<file path="src/rtl/tetris_move_ctrl.sv">
// Movement controller for the active Tetris piece.
// Spawns pieces, turns MCU commands and gravity ticks into candidate positions,
// asks an external checker for collisions and requests a board write on lock.
// Piece word layout (14 bits): {type[2:0], rot[1:0], x[3:0], y[4:0]}.
module tetris_move_ctrl #(
    parameter logic [3:0] X_SPAWN = 4'd3,
    parameter logic [4:0] Y_SPAWN = 5'd0
) (
    input  logic        clk,
    input  logic        rst_n,
    input  logic [2:0]  cmd,
    input  logic        cmd_valid,
    output logic        cmd_ready,
    input  logic        gravity_tick,
    input  logic [2:0]  spawn_type,
    output logic        chk_req,
    output logic [13:0] chk_piece,
    input  logic        chk_ack,
    input  logic        chk_collide,
    output logic        lock_req,
    input  logic        lock_done,
    output logic [13:0] active,
    output logic        piece_valid,
    output logic        game_over
);

    typedef enum logic [2:0] {
        SPAWN,
        CHK_SPAWN,
        READY,
        CHECK,
        LOCK,
        OVER
    } state_t;

    typedef enum logic [2:0] {
        CMD_NONE      = 3'd0,
        CMD_LEFT      = 3'd1,
        CMD_RIGHT     = 3'd2,
        CMD_ROTATE    = 3'd3,
        CMD_SOFT_DROP = 3'd4
    } command_t;

    state_t     state;
    logic       grav_pend;
    logic       fall;      // candidate came from gravity or soft drop
    logic [1:0] rot;
    logic [3:0] x;
    logic [4:0] y;

    // Field views of the current piece
    always_comb begin
        rot = active[10:9];
        x   = active[8:5];
        y   = active[4:0];
    end

    // Controller FSM; every output is a register updated here
    always_ff @(posedge clk or negedge rst_n) begin
        if (!rst_n) begin
            state       <= SPAWN;
            grav_pend   <= 1'b0;
            fall        <= 1'b0;
            active      <= '0;
            chk_piece   <= '0;
            piece_valid <= 1'b0;
            game_over   <= 1'b0;
            cmd_ready   <= 1'b0;
            chk_req     <= 1'b0;
            lock_req    <= 1'b0;
        end else begin
            if (gravity_tick && state != OVER)
                grav_pend <= 1'b1;

            case (state)
                SPAWN: begin
                    chk_piece <= {spawn_type, 2'd0, X_SPAWN, Y_SPAWN};
                    chk_req   <= 1'b1;
                    state     <= CHK_SPAWN;
                end

                CHK_SPAWN: begin
                    if (chk_req && chk_ack) begin
                        chk_req <= 1'b0;
                        if (chk_collide) begin
                            game_over <= 1'b1;
                            state     <= OVER;
                        end else begin
                            active      <= chk_piece;
                            piece_valid <= 1'b1;
                            cmd_ready   <= !(grav_pend || gravity_tick);
                            state       <= READY;
                        end
                    end
                end

                READY: begin
                    if (grav_pend) begin
                        // A tick landing in the same cycle stays pending for the next step
                        grav_pend <= gravity_tick;
                        cmd_ready <= 1'b0;
                        fall      <= 1'b1;
                        if (y == 5'd31) begin
                            lock_req <= 1'b1;
                            state    <= LOCK;
                        end else begin
                            chk_piece <= {active[13:5], y + 5'd1};
                            chk_req   <= 1'b1;
                            state     <= CHECK;
                        end
                    end else if (cmd_valid && cmd_ready) begin
                        // Default: launch a check; rejected/no-op commands override below
                        cmd_ready <= 1'b0;
                        chk_req   <= 1'b1;
                        fall      <= 1'b0;
                        state     <= CHECK;
                        case (cmd)
                            CMD_LEFT: begin
                                chk_piece <= {active[13:9], x - 4'd1, y};
                                if (x == 4'd0) begin
                                    chk_req   <= 1'b0;
                                    cmd_ready <= !gravity_tick;
                                    state     <= READY;
                                end
                            end
                            CMD_RIGHT: begin
                                chk_piece <= {active[13:9], x + 4'd1, y};
                                if (x == 4'd15) begin
                                    chk_req   <= 1'b0;
                                    cmd_ready <= !gravity_tick;
                                    state     <= READY;
                                end
                            end
                            CMD_ROTATE: begin
                                chk_piece <= {active[13:11], rot + 2'd1, active[8:0]};
                            end
                            CMD_SOFT_DROP: begin
                                chk_piece <= {active[13:5], y + 5'd1};
                                fall      <= 1'b1;
                                if (y == 5'd31) begin
                                    chk_req  <= 1'b0;
                                    lock_req <= 1'b1;
                                    state    <= LOCK;
                                end
                            end
                            default: begin
                                chk_req   <= 1'b0;
                                cmd_ready <= !gravity_tick;
                                state     <= READY;
                            end
                        endcase
                    end else begin
                        cmd_ready <= !gravity_tick;
                    end
                end

                CHECK: begin
                    if (chk_req && chk_ack) begin
                        chk_req <= 1'b0;
                        if (chk_collide && fall) begin
                            lock_req <= 1'b1;
                            state    <= LOCK;
                        end else begin
                            if (!chk_collide)
                                active <= chk_piece;
                            cmd_ready <= !(grav_pend || gravity_tick);
                            state     <= READY;
                        end
                    end
                end

                LOCK: begin
                    if (lock_done) begin
                        lock_req    <= 1'b0;
                        piece_valid <= 1'b0;
                        grav_pend   <= 1'b0;
                        state       <= SPAWN;
                    end
                end

                OVER: begin
                end

                default: state <= SPAWN;
            endcase
        end
    end

endmodule

</file>
<file path="config.mk">
export PLATFORM = sky130hd
export DESIGN_NAME = tetris_move_ctrl
export DESIGN_NICKNAME = d
export VERILOG_FILES = /design/src/rtl/tetris_move_ctrl.sv
export SDC_FILE = /design/constraint.sdc
export NUM_CORES = 1
export LEC_CHECK = 0
export CAP_MARGIN = 15
export CORE_MARGIN = 5
export CORE_UTILIZATION = 40
export CTS_BUF_LIST = sky130_fd_sc_hd__clkbuf_4 sky130_fd_sc_hd__clkbuf_8
export DETAILED_ROUTE_END_ITERATION = 10
export HOLD_SLACK_MARGIN = 0.1
export PLACE_DENSITY = 0.66
export SETUP_SLACK_MARGIN = 0.4
export SYNTH_ARGS = -nofsm -noshare
export SYNTH_HDL_FRONTEND = slang
export SYNTH_SLANG_ARGS = --single-unit
</file>
<file path="constraint.sdc">
create_clock -name clk -period 3.1 [get_ports clk]
set_input_delay 0.62 -clock clk [delete_from_list [all_inputs] [get_ports clk]]
set_output_delay 0.62 -clock clk [all_outputs]
set_load 0.02 [all_outputs]
</file>
Word level (Yosys, flattened, before mapping)
Cells that the tools add are included.
{ "word_totals": {"output_inout_bits": 33, "register_bits": 38, "inputBits": 13} }
{ "op_classes": {"eq_ne": 23, "reduce_logical": 27, "addsub": 4, "mux": 59, "bitwise": 1} }
{ "op_table": {"columns": ["cell", "n"], "rows": [
  ["2-to-1 mux 14 bit", 7],
  ["case mux 14 bit (2 select lines)", 2],
  ["case mux 14 bit (4 select lines)", 1],
  ["2-to-1 mux 1 bit", 32],
  ["2-to-1 mux 3 bit", 8],
  ["case mux 3 bit (6 select lines)", 1],
  ["AND reduction 4 bit", 4],
  ["equality test 3 x 2 -> 1 bit (second input constant)", 4],
  ["!= test 2 bit (second input constant)", 6],
  ["case mux 1 bit (3 select lines)", 4],
  ["case mux 3 bit (4 select lines)", 1],
  ["AND reduction 5 bit", 2],
  ["equality test 3 bit (second input constant)", 3],
  ["!= test 3 bit (second input constant)", 3],
  ["nonzero test 3 bit", 3],
  ["nonzero test 2 bit", 4],
  ["equality test 3 x 1 -> 1 bit (second input constant)", 2],
  ["!= test 6 x 2 -> 1 bit (second input constant)", 1],
  ["AND reduction 6 bit", 1],
  ["adder 5 x 1 -> 5 bit (second input constant)", 1],
  ["equality test 5 bit (second input constant)", 1],
  ["adder 4 x 1 -> 4 bit (second input constant)", 1],
  ["equality test 4 bit (second input constant)", 1],
  ["logical AND 1 bit", 4],
  ["14 further kinds", 17]
]} }

Logic depth before layout (Yosys ltp)
Gate-level depths: netlist of run 1.
{ "depth": {"ltp_word": 6, "depth_mapped": 9, "mapped_depth_nobuf": 8} }

Worst setup path after synthesis of run 1
OpenSTA, ideal clock, no wires.
{ "synth_path": {"path_type": "input to register", "startpoint": "in cmd[0]", "endpoint": "reg chk_piece[8]", "required_ns": 2.976, "arrival_ns": 2.136, "slack_ns": 0.840, "path_stages": 8, "cell_sequence": "buf_2 or3b_1 ha_1 nand3_1 and3b_1 o21ai_1 xor2_1 o21ai_1"} }
{ "synth_via": {"elab_chain_len": 5, "elab_cells_between_ends": 10} }
{ "synth_rtl": {"columns": ["element", "line_no", "rtl"], "rows": [
  ["start, declared", "11", "input logic [2:0] cmd,"],
  ["equality test 3 bit, or another cell as far along", "117", "case (cmd)"],
  ["case mux 14 bit (4 select lines)", "117", null],
  ["2-to-1 mux 14 bit", "111", "end else if (cmd_valid && cmd_ready) begin"],
  ["2-to-1 mux 14 bit", "98", "if (grav_pend) begin"],
  ["case mux 14 bit (2 select lines)", "75", "case (state)"],
  ["end signal, assigned", "77", "chk_piece <= {spawn_type, 2'd0, X_SPAWN, Y_SPAWN};"],
  ["end signal, assigned", "107", "chk_piece <= {active[13:5], y + 5'd1};"],
  ["end signal, assigned", "119", "chk_piece <= {active[13:9], x - 4'd1, y};"],
  ["end, declared", "17", "output logic [13:0] chk_piece,"]
]} }
Parallel ways exist; a longest one is shown, timed or not. The select of a mux whose other input is x is not followed.
A chain may end at the register's enable or synchronous reset.

Final worst setup path of run 1
{ "layout_path": {"startpoint": "in cmd[2]", "endpoint": "reg chk_piece[8]"} }
The elaborated chain is that of the path after synthesis.

==> flow_summary.yaml, run 1 <==
clock_tree:
  clkSlewWorstSetupHoldPaths_ps: 80
  post-cts-setup-buffers: 0
  cts_buffers: 5
  cts_sinks: 38
  clockBufferDepth: 2
  cts_tree: "done"
  cts_root_buffer: "clkbuf_8"
  htree_levels: 2
  ctsResizeCount: 0
  holdBufCountCts: 0
  clk_latency_ps: 300
yosys:
  ys_seq_area_share_pct: 45.10
  synthesis.area_sq_um: 2108
  yosys_warnings: 0
  yosysTopAreaCell: "dfrtp_1"
  synth.distinct_cells: 49
  synthCells: 208
  ys.flop_type: "dfrtp_1"
  synth-seq-cells: 38
  synth-async-reset-ratio_pct: 100.0
  synth_edf_count: 0
  syn_nets: 226
  syn-mean-instance-area_sq_um: 10.14
  synth_top_cell_area_share_pct: 45.10
  synthTopCellsByArea: "dfrtp_1 45%, mux2_2 4.8%, nand2_1 3.9%, mux2i_1 3.3%, o21ai_1 3.3%"
pwr:
  peakVddDrop_mv: 0.3941
  netSwitchingFraction_pct: 36.58
  pwr-share-clk_pct: 25.0
  p_int_mw: 1.335
  p_comb_share_pct: 36.7
  power_switching_mw: 0.7701
  p_per_area_nw_per_um2: 769.7
  p_leak_nw: 1.133
  p_seq_share_pct: 38.2
timing:
  hold_violations: 0
  finClkSkew_ps: 4.972
  worstMarginPinSlew_ps: 849.2
  setup_violations: 0
  max_freq_mhz: 405.7
  grt_setup_unrepaired: "no"
  min_period_ps: 2465
  whs_ps: 418.3
  relSlewSlack_pct: 43.39
  post-route-period-util_pct: 79.52
  slew_violations: 0
  setup_tns_ps: 0
  finalWorstSetupSlack_ps: 634.9
grt:
  track_usage_pct: 16.46
  grt_pass1_wl_mm: 8.556
  grt_max_degree: 39
  overflow: 0
  grt_pass1_vias: 1717
  antenna_found_initial: 0
placement:
  dp_slack_ps: 317.9
  place.gp.congestion: 0.8378
  port_buffers: 45
  place_area_sq_um: 2592
  dp_hpwl_mm: 3.644
drt:
  vias: 1728
  wl_mm: 5.043
  via_per_inst: 5.366
  dr.pass1.iters: 4
  ant_nets: 0
  initialDrtViolationCount: 62
  drcViolationCount: 0
  wl_per_cell_microns: 15.66
floorplan:
  die_w_microns: 82.60
  row_count: 26
  start_util_pct: 41.28
  dieHeight_microns: 82.60
  fp.dieArea_sq_um: 6823
  ios: 46
  core_sq_um: 5107
setup_path:
  arrival_ps: 2690
  cp-end-kind: "flip-flop"
  critPathMaxFanout: 7
  startpoint_type: "input port"
  required_ps: 3320
  crit_type: "input port to flip-flop"
flow_run:
  max_cap_violations: 0
status:
  outcome: "finished, final reports clean"
final_layout:
  final_util_pct: 53.55
  syn_to_final_growth_pct: 29.73
  n_antenna_cell: 0
  layout.nets: 269
  layout_common_cells: "44 x clkdlybuf4s50_1, 38 x dfrtp_1, 22 x nand2_1"
  design_area_sq_um: 2735
  drive_above_1_share_pct: 11.51
  fill_cells: 493
  final_common_cell: "clkdlybuf4s50_1"
min_path:
  hold_path.class: "input port to asynchronous set/reset pin"
==> logic make-up (layout without fill, tap and decap cells) <==
family / after synthesis / after routing / synth area share (%)
simple gates: 63 / 63 / 15.73
compound gates: 59 / 59 / 18.16
flops: 38 / 38 / 45.10
mux: 21 / 21 / 10.80
buf+inv: 14 / 58 / 3.561
xor+xnor: 8 / 8 / 3.324
fa+ha+maj: 5 / 5 / 3.324
==> metal layers <==
metal  track usage (%)  up-vias  wire [microns]
met3             4.772        8             314
met5                 0        -               0
met1             22.23      835            2359
met4             5.065        0              52
met2             25.48       42            2317
li1                  -      843               -
==> stage by stage <==
| step | std cells | power (mW) |
|---|---|---|
| floorplan | 208 | 1.281 |
| global placement | 314 | 1.583 |
| detailed placement | 314 | 1.593 |
| CTS | 322 | 2.128 |
| global route | 322 | 2.249 |
| finish | 322 | 2.105 |
==> power groups by stage <==
stage / clock, mW / sequential (mW) / combinational [mW]
floorplan: 0 / 0.845 / 0.436
finish: 0.527 / 0.805 / 0.774
global route: 0.565 / 0.833 / 0.850
detailed placement: 0 / 0.809 / 0.784
CTS: 0.538 / 0.804 / 0.785
global placement: 0 / 0.810 / 0.772
==> layout make-up <==
| type | count | area, sq um | share of cell area [%] |
|---|---|---|---|
| clock buffers | 6 | 82.58 | 3.019 |
| repair buffers | 47 | 460.4 | 16.83 |
| multi-input cells | 156 | 1082 | 39.57 |
| flip-flops and latches | 38 | 950.9 | 34.77 |
| clock inverters | 2 | 60.06 | 2.196 |
| inverters | 3 | 11.26 | 0.4117 |
| well taps | 70 | 87.58 | 3.202 |
==> flip-flops by register name, summed over array words and instances (netlist names) <==
signal / cells
state: 3
chk_piece: 14
chk_req: 1
game_over: 1
piece_valid: 1
fall: 1
active: 14
cmd_ready: 1
lock_req: 1
grav_pend: 1
==> worst paths after layout <==
kind | start | to | slack (ps) | cells after the start
min in group clk | game_over$_DFFE_PN0P_ | game_over$_DFFE_PN0P_ | 480 | 1
hold reg to reg | game_over$_DFFE_PN0P_ | game_over$_DFFE_PN0P_ | 480 | 1
max in group asynchronous | rst_n | active[8]$_DFFE_PN0P_ | 2140 | 1
setup / recovery | cmd[2] | chk_piece[8]$_DFFE_PN0P_ | 630 | 8
setup reg to reg | active[0]$_DFFE_PN0P_ | chk_piece[2]$_DFFE_PN0P_ | 860 | 7
hold / removal | rst_n | cmd_ready$_DFFE_PN0P_ | 420 | 1
==> Yosys cell counts (all sizes together), types with 2 or more instances <==
cell type and count:
nand4 4, clkbuf 5, nand3 2, and3b 3
o21ai 23, or4 2, a31oi 2, o22ai 3
ha 4, buf 6, nor2 11, and3 2
inv 3, xor2 5, o31ai 4, a221oi 3
a21oi 11, nand2 22, dfrtp 38, nor2b 7
nor3 2, xnor2 3, nand2b 2, mux2i 7
a41oi 2, mux2 14, o211ai 2, or3 2
==> worst max-delay path: stages <==
cell and delay (ps):
clkdlybuf4s50_1 490, or3b_1 490, ha_1 360, a21oi_1 200, and3b_1 180, o21ai_1 70
xor2_1 160, o21ai_1 120
Note: power is estimated with default switching activity, not from simulation.
==> inputs of run 2 (changes only) <==
Clock period 3.1 ns to 2.5 ns, I/O delays scaled along.
==> flow_summary.yaml, run 2 (synthesis gave the netlist of run 1 again) <==
status:
  outcome: "finished, final reports clean"
pwr:
  p_per_area_nw_per_um2: 918.7
  p_leak_nw: 1.263
  peakVddDrop_mv: 0.5687
  power_mw: 2.782
grt:
  gr-usage-met2_pct: 25.56
  use_met1_pct: 22.61
  grt_pass1_wl_mm: 8.500
  grt_busiest_layer: "met2"
  antenna_found_initial: 0
  grt_pass1_vias: 1752
  globalRouteMet3Util_pct: 5.206
  overflow: 0
  grt_max_degree: 39
  track_usage_pct: 16.55
final_layout:
  n_antenna_cell: 0
  layout.nets: 288
  top_regs: "active x14, chk_piece x14, state x3"
  fill_cells: 443
  final_common_cell: "clkdlybuf4s50_1"
  drive_above_1_share_pct: 23.25
  layout_common_cells: "41 x clkdlybuf4s50_1, 37 x dfrtp_1, 21 x nand2_1"
  syn_to_final_growth_pct: 43.62
  final_util_pct: 59.28
floorplan:
  die_w_microns: 82.60
  core_sq_um: 5107
  fp.dieArea_sq_um: 6823
  ios: 46
  dieHeight_microns: 82.60
  row_count: 26
  start_util_pct: 41.28
timing:
  whs_ps: 246.7
  grt_setup_unrepaired: "no"
  min_period_ps: 2032
  finalWorstSetupSlack_ps: 468.1
  finClkSkew_ps: 1.739
  worstMarginPinSlew_ps: 527.8
  setup_tns_ps: 0
  setup_violations: 0
  hold_violations: 0
  max_freq_mhz: 492.1
  slew_violations: 0
  relSlewSlack_pct: 64.81
  post-route-period-util_pct: 81.28
clock_tree:
  clkSlewWorstSetupHoldPaths_ps: 80
  cts_root_buffer: "clkbuf_8"
  cts_buffers: 5
  cts_tree: "done"
  clockBufferDepth: 2
  cts_sinks: 38
  htree_levels: 2
  holdBufCountCts: 0
  clk_latency_ps: 290
drt:
  wl_mm: 5.300
  wl_per_cell_microns: 15.54
  initialDrtViolationCount: 78
  vias: 1811
  ant_nets: 0
  via_per_inst: 5.311
  drcViolationCount: 0
  dr.pass1.iters: 4
setup_path:
  cp-end-kind: "flip-flop"
  arrival_ps: 2200
  crit_path_cell_trace: "ha_2 -> and3_4 -> ha_4 -> nor2b_2 -> a31oi_2 -> a211o_4 -> clkbuf_16 -> nand2_1 -> o31ai_4"
  startpoint_type: "flip-flop"
  crit_type: "flip-flop to flip-flop"
  crit_slowest_cell: "dfrtp_2"
  crit_path_start: "active[0]$_DFFE_PN0P_"
  cpPeakStageDelay_ps: 410
  critPathMaxFanout: 8
  regToRegEndpoint: "chk_piece[1]$_DFFE_PN0P_"
  required_ps: 2670
  crit_path_end: "chk_piece[1]$_DFFE_PN0P_"
  r2r-start: "active[0]$_DFFE_PN0P_"
  crit_buf_inv: 1
  reg2regPathDepth: 9
  reg2reg_slack_ps: 470
  crit_cells: 9
  critical_path.top_delay_family: "compound AO/OA/AOI/OAI gates"
placement:
  dp_hpwl_mm: 3.654
  place.gp.congestion: 0.8902
  dp_slack_ps: 13.53
  port_buffers: 45
min_path:
  hold_path.class: "input port to asynchronous set/reset pin"
flow_run:
  max_cap_violations: 0
-- run 2: final cells by class --
class	instances	area (sq um)	share of cell area, %
Multi-Input combinational cell	156	1197	39.55
Timing Repair Buffer	66	636.9	21.03
Clock buffer	6	82.58	2.727
Tap cell	70	87.58	2.893
Sequential cell	38	952.2	31.45
Clock inverter	2	60.06	1.983
Inverter	3	11.26	0.3719
-- run 2: worst min path at each step --
stage	endpoint	slack, ps	depth (start not counted)
floorplan	active[0]$_DFFE_PN0P_	200	0
global placement	game_over$_DFFE_PN0P_	460	1
detailed placement	game_over$_DFFE_PN0P_	450	1
CTS	chk_req$_DFFE_PN0P_	260	2
global route	piece_valid$_DFFE_PN0P_	280	2
finish	chk_req$_DFFE_PN0P_	250	2
-- run 2: timing repair --
item,in CTS,in global routing
resized for setup,3,17
buffers inserted,5,3
setup endpoints to repair,10,12
pin swaps,4,4
cloned,0,1
-- run 2: routing by layer --
metal / share of wire (%) / vias to the layer above
li1: - / 876
met2: 48 / 55
met5: 0 / -
met3: 6.5 / 4
met4: 0.64 / 0
met1: 45 / 876
-- run 2: worst register-to-register path, delay by kind of cell, from the launching register on --
| family | cells | cell delay (ps) |
|---|---|---|
| AO/OA/AOI/OAI | 3 | 550 |
| adder cells (fa/ha/maj) | 2 | 350 |
| buffers and inverters | 1 | 180 |
| flip-flops | 1 | 410 |
| AND/OR/NAND/NOR | 3 | 430 |
-- run 2: through the flow --
stage	instance area [sq um]	instances
after floorplan	2125	208
after global placement	2696	324
after detailed placement	2696	324
after CTS	2884	337
after global routing	3028	341
final	3028	341
-- run 2: report_power, final --
group	total [mW]	internal, mW	switching (mW)
Clock	0.653	0.426	0.227
Combinational	1.13	0.575	0.554
Sequential	0.999	0.767	0.233
==> inputs of run 3 (changes only) <==
Clock period 2.5 ns to 2.1 ns, I/O delays scaled along.
==> flow_summary.yaml, run 3 (synthesis gave the netlist of run 1 again) <==
clock_tree:
  cts_root_buffer: "clkbuf_8"
  clkSlewWorstSetupHoldPaths_ps: 80
  htree_levels: 2
  cts_sinks: 38
  cts_tree: "done"
  clk_latency_ps: 290
  cts_buffers: 5
  clockBufferDepth: 2
final_layout:
  final_cells: 343
  layout.nets: 290
  fill_cells: 462
  n_antenna_cell: 0
  seq_area_sq_um: 958.4
  syn_to_final_growth_pct: 45.70
  layout_common_cells: "32 x dfrtp_1, 32 x dlygate4sd2_1, 19 x buf_4"
  multi_input_area_sq_um: 1240
  final_util_pct: 60.14
  drive_above_1_share_pct: 29.67
  top_regs: "active x14, chk_piece x14, state x3"
pwr:
  power_switching_mw: 1.229
  p_comb_share_pct: 42.7
  p_seq_share_pct: 33.8
  p_per_area_nw_per_um2: 1074
  power_mw: 3.299
  pwr-share-clk_pct: 23.5
  p_leak_nw: 1.428
  p_int_mw: 2.069
  netSwitchingFraction_pct: 37.26
  peakVddDrop_mv: 0.6611
setup_path:
  critical_path.top_delay_family: "compound AO/OA/AOI/OAI gates"
  crit_slowest_cell: "dfrtp_2"
  crit_type: "flip-flop to flip-flop"
  crit_top_cell: "ha_4"
  crit_buf_inv: 1
  cpPeakStageDelay_ps: 430
  arrival_ps: 2100
  regToRegEndpoint: "chk_piece[4]$_DFFE_PN0P_"
  reg2regPathDepth: 9
  crit_path_cell_trace: "ha_4 -> and3_4 -> ha_4 -> nor2b_4 -> a31oi_2 -> a211o_4 -> buf_12 -> nand2_2 -> o31ai_4"
  startpoint_type: "flip-flop"
  r2r-start: "active[0]$_DFFE_PN0P_"
  reg2reg_slack_ps: 160
  critPathMaxFanout: 6
  cp-end-kind: "flip-flop"
  required_ps: 2270
timing:
  hold_violations: 0
  post-route-period-util_pct: 92.20
  min_period_ps: 1936
  relSlewSlack_pct: 66.17
  worstMarginPinSlew_ps: 507.5
  max_freq_mhz: 516.5
  setup_violations: 0
  grt_setup_unrepaired: "yes"
  slew_violations: 0
  setup_tns_ps: 0
  whs_ps: 180.4
  finClkSkew_ps: 7.065
grt:
  grt_busiest_layer: "met2"
  grt_pass1_vias: 1773
  track_usage_pct: 17.12
  overflow: 0
  gr-usage-met2_pct: 27.08
  grt_pass1_wl_mm: 8.776
  use_met1_pct: 23.53
  grt_max_degree: 39
  globalRouteMet3Util_pct: 4.121
  antenna_found_initial: 0
floorplan:
  ios: 46
  fp.dieArea_sq_um: 6823
  row_count: 26
  die_w_microns: 82.60
  core_sq_um: 5107
  dieHeight_microns: 82.60
  start_util_pct: 41.28
placement:
  dp_hpwl_mm: 3.736
  dp_cells: 333
  place.gp.congestion: 0.8609
  port_buffers: 45
drt:
  initialDrtViolationCount: 95
  via_per_inst: 5.289
  ant_nets: 0
  wl_mm: 5.457
  wl_per_cell_microns: 15.91
  dr.pass1.iters: 4
  vias: 1814
  drcViolationCount: 0
status:
  outcome: "finished, final reports clean"
min_path:
  hold_path.class: "input port to asynchronous set/reset pin"
flow_run:
  max_cap_violations: 0
run 3: cell count changes in the layout (fill, tap and decap cells not counted), sizes merged:
cell           change
buf                +2
clkdlybuf4s50     -32
dlymetal6s2s       +1
dlygate4sd2       +31
run 3: timing repair:
action	in CTS	in global routing
resized for setup	46	15
pin swaps	11	1
setup buffers	1	0
setup endpoints to repair	49	38
cloned	1	0
hold buffers	0	0
run 3: area by class of cell:
type | instances | area share [%]
tap | 70 | 2.851
clock inverter | 2 | 1.955
inverter | 3 | 0.3666
multi-input combinational | 156 | 40.37
sequential | 38 | 31.20
timing repair buffer | 68 | 20.57
clock buffer | 6 | 2.688
run 3: power groups by stage:
stage / registers, mW / clock network [mW] / logic [mW]
final: 1.11 / 0.776 / 1.41
after global placement: 1.12 / 0 / 1.39
after global routing: 1.14 / 0.820 / 1.54
after CTS: 1.11 / 0.792 / 1.40
after detailed placement: 1.12 / 0 / 1.40
after floorplan: 1.26 / 0 / 0.668
run 3: metal layers:
metal / routed length, microns / vias to the layer above
met4: 47 / 0
li1: - / 885
met1: 2553 / 885
met5: 0 / -
met2: 2623 / 37
met3: 232 / 7
run 3: through the flow:
stage / worst slack (ps) / area, sq um
4_1_cts: 116.6 / 3022
2_1_floorplan: 140.7 / 2193
3_3_place_gp: -251.9 / 2831
3_5_place_dp: -294.3 / 2831
5_1_grt: 100.5 / 3072
6_report: 163.7 / 3072
run 3: worst max path at each step:
stage	startpoint	endpoint	depth (start not counted)
6_report	active[0]$_DFFE_PN0P_	chk_piece[4]$_DFFE_PN0P_	9
5_1_grt	active[1]$_DFFE_PN0P_	chk_piece[4]$_DFFE_PN0P_	9
4_1_cts	active[0]$_DFFE_PN0P_	chk_piece[6]$_DFFE_PN0P_	8
3_5_place_dp	cmd[1]	chk_piece[8]$_DFFE_PN0P_	8
3_3_place_gp	cmd[1]	chk_piece[8]$_DFFE_PN0P_	8
2_1_floorplan	cmd[0]	chk_piece[8]$_DFFE_PN0P_	8
run 3: worst register-to-register path, cell delays in order, from the launching register on:
cell     delay, ps
dfrtp_2        430
ha_4           170
and3_4         180
ha_4           170
nor2b_4        120
a31oi_2         60
a211o_4        390
buf_12         160
nand2_2         80
o31ai_4         60
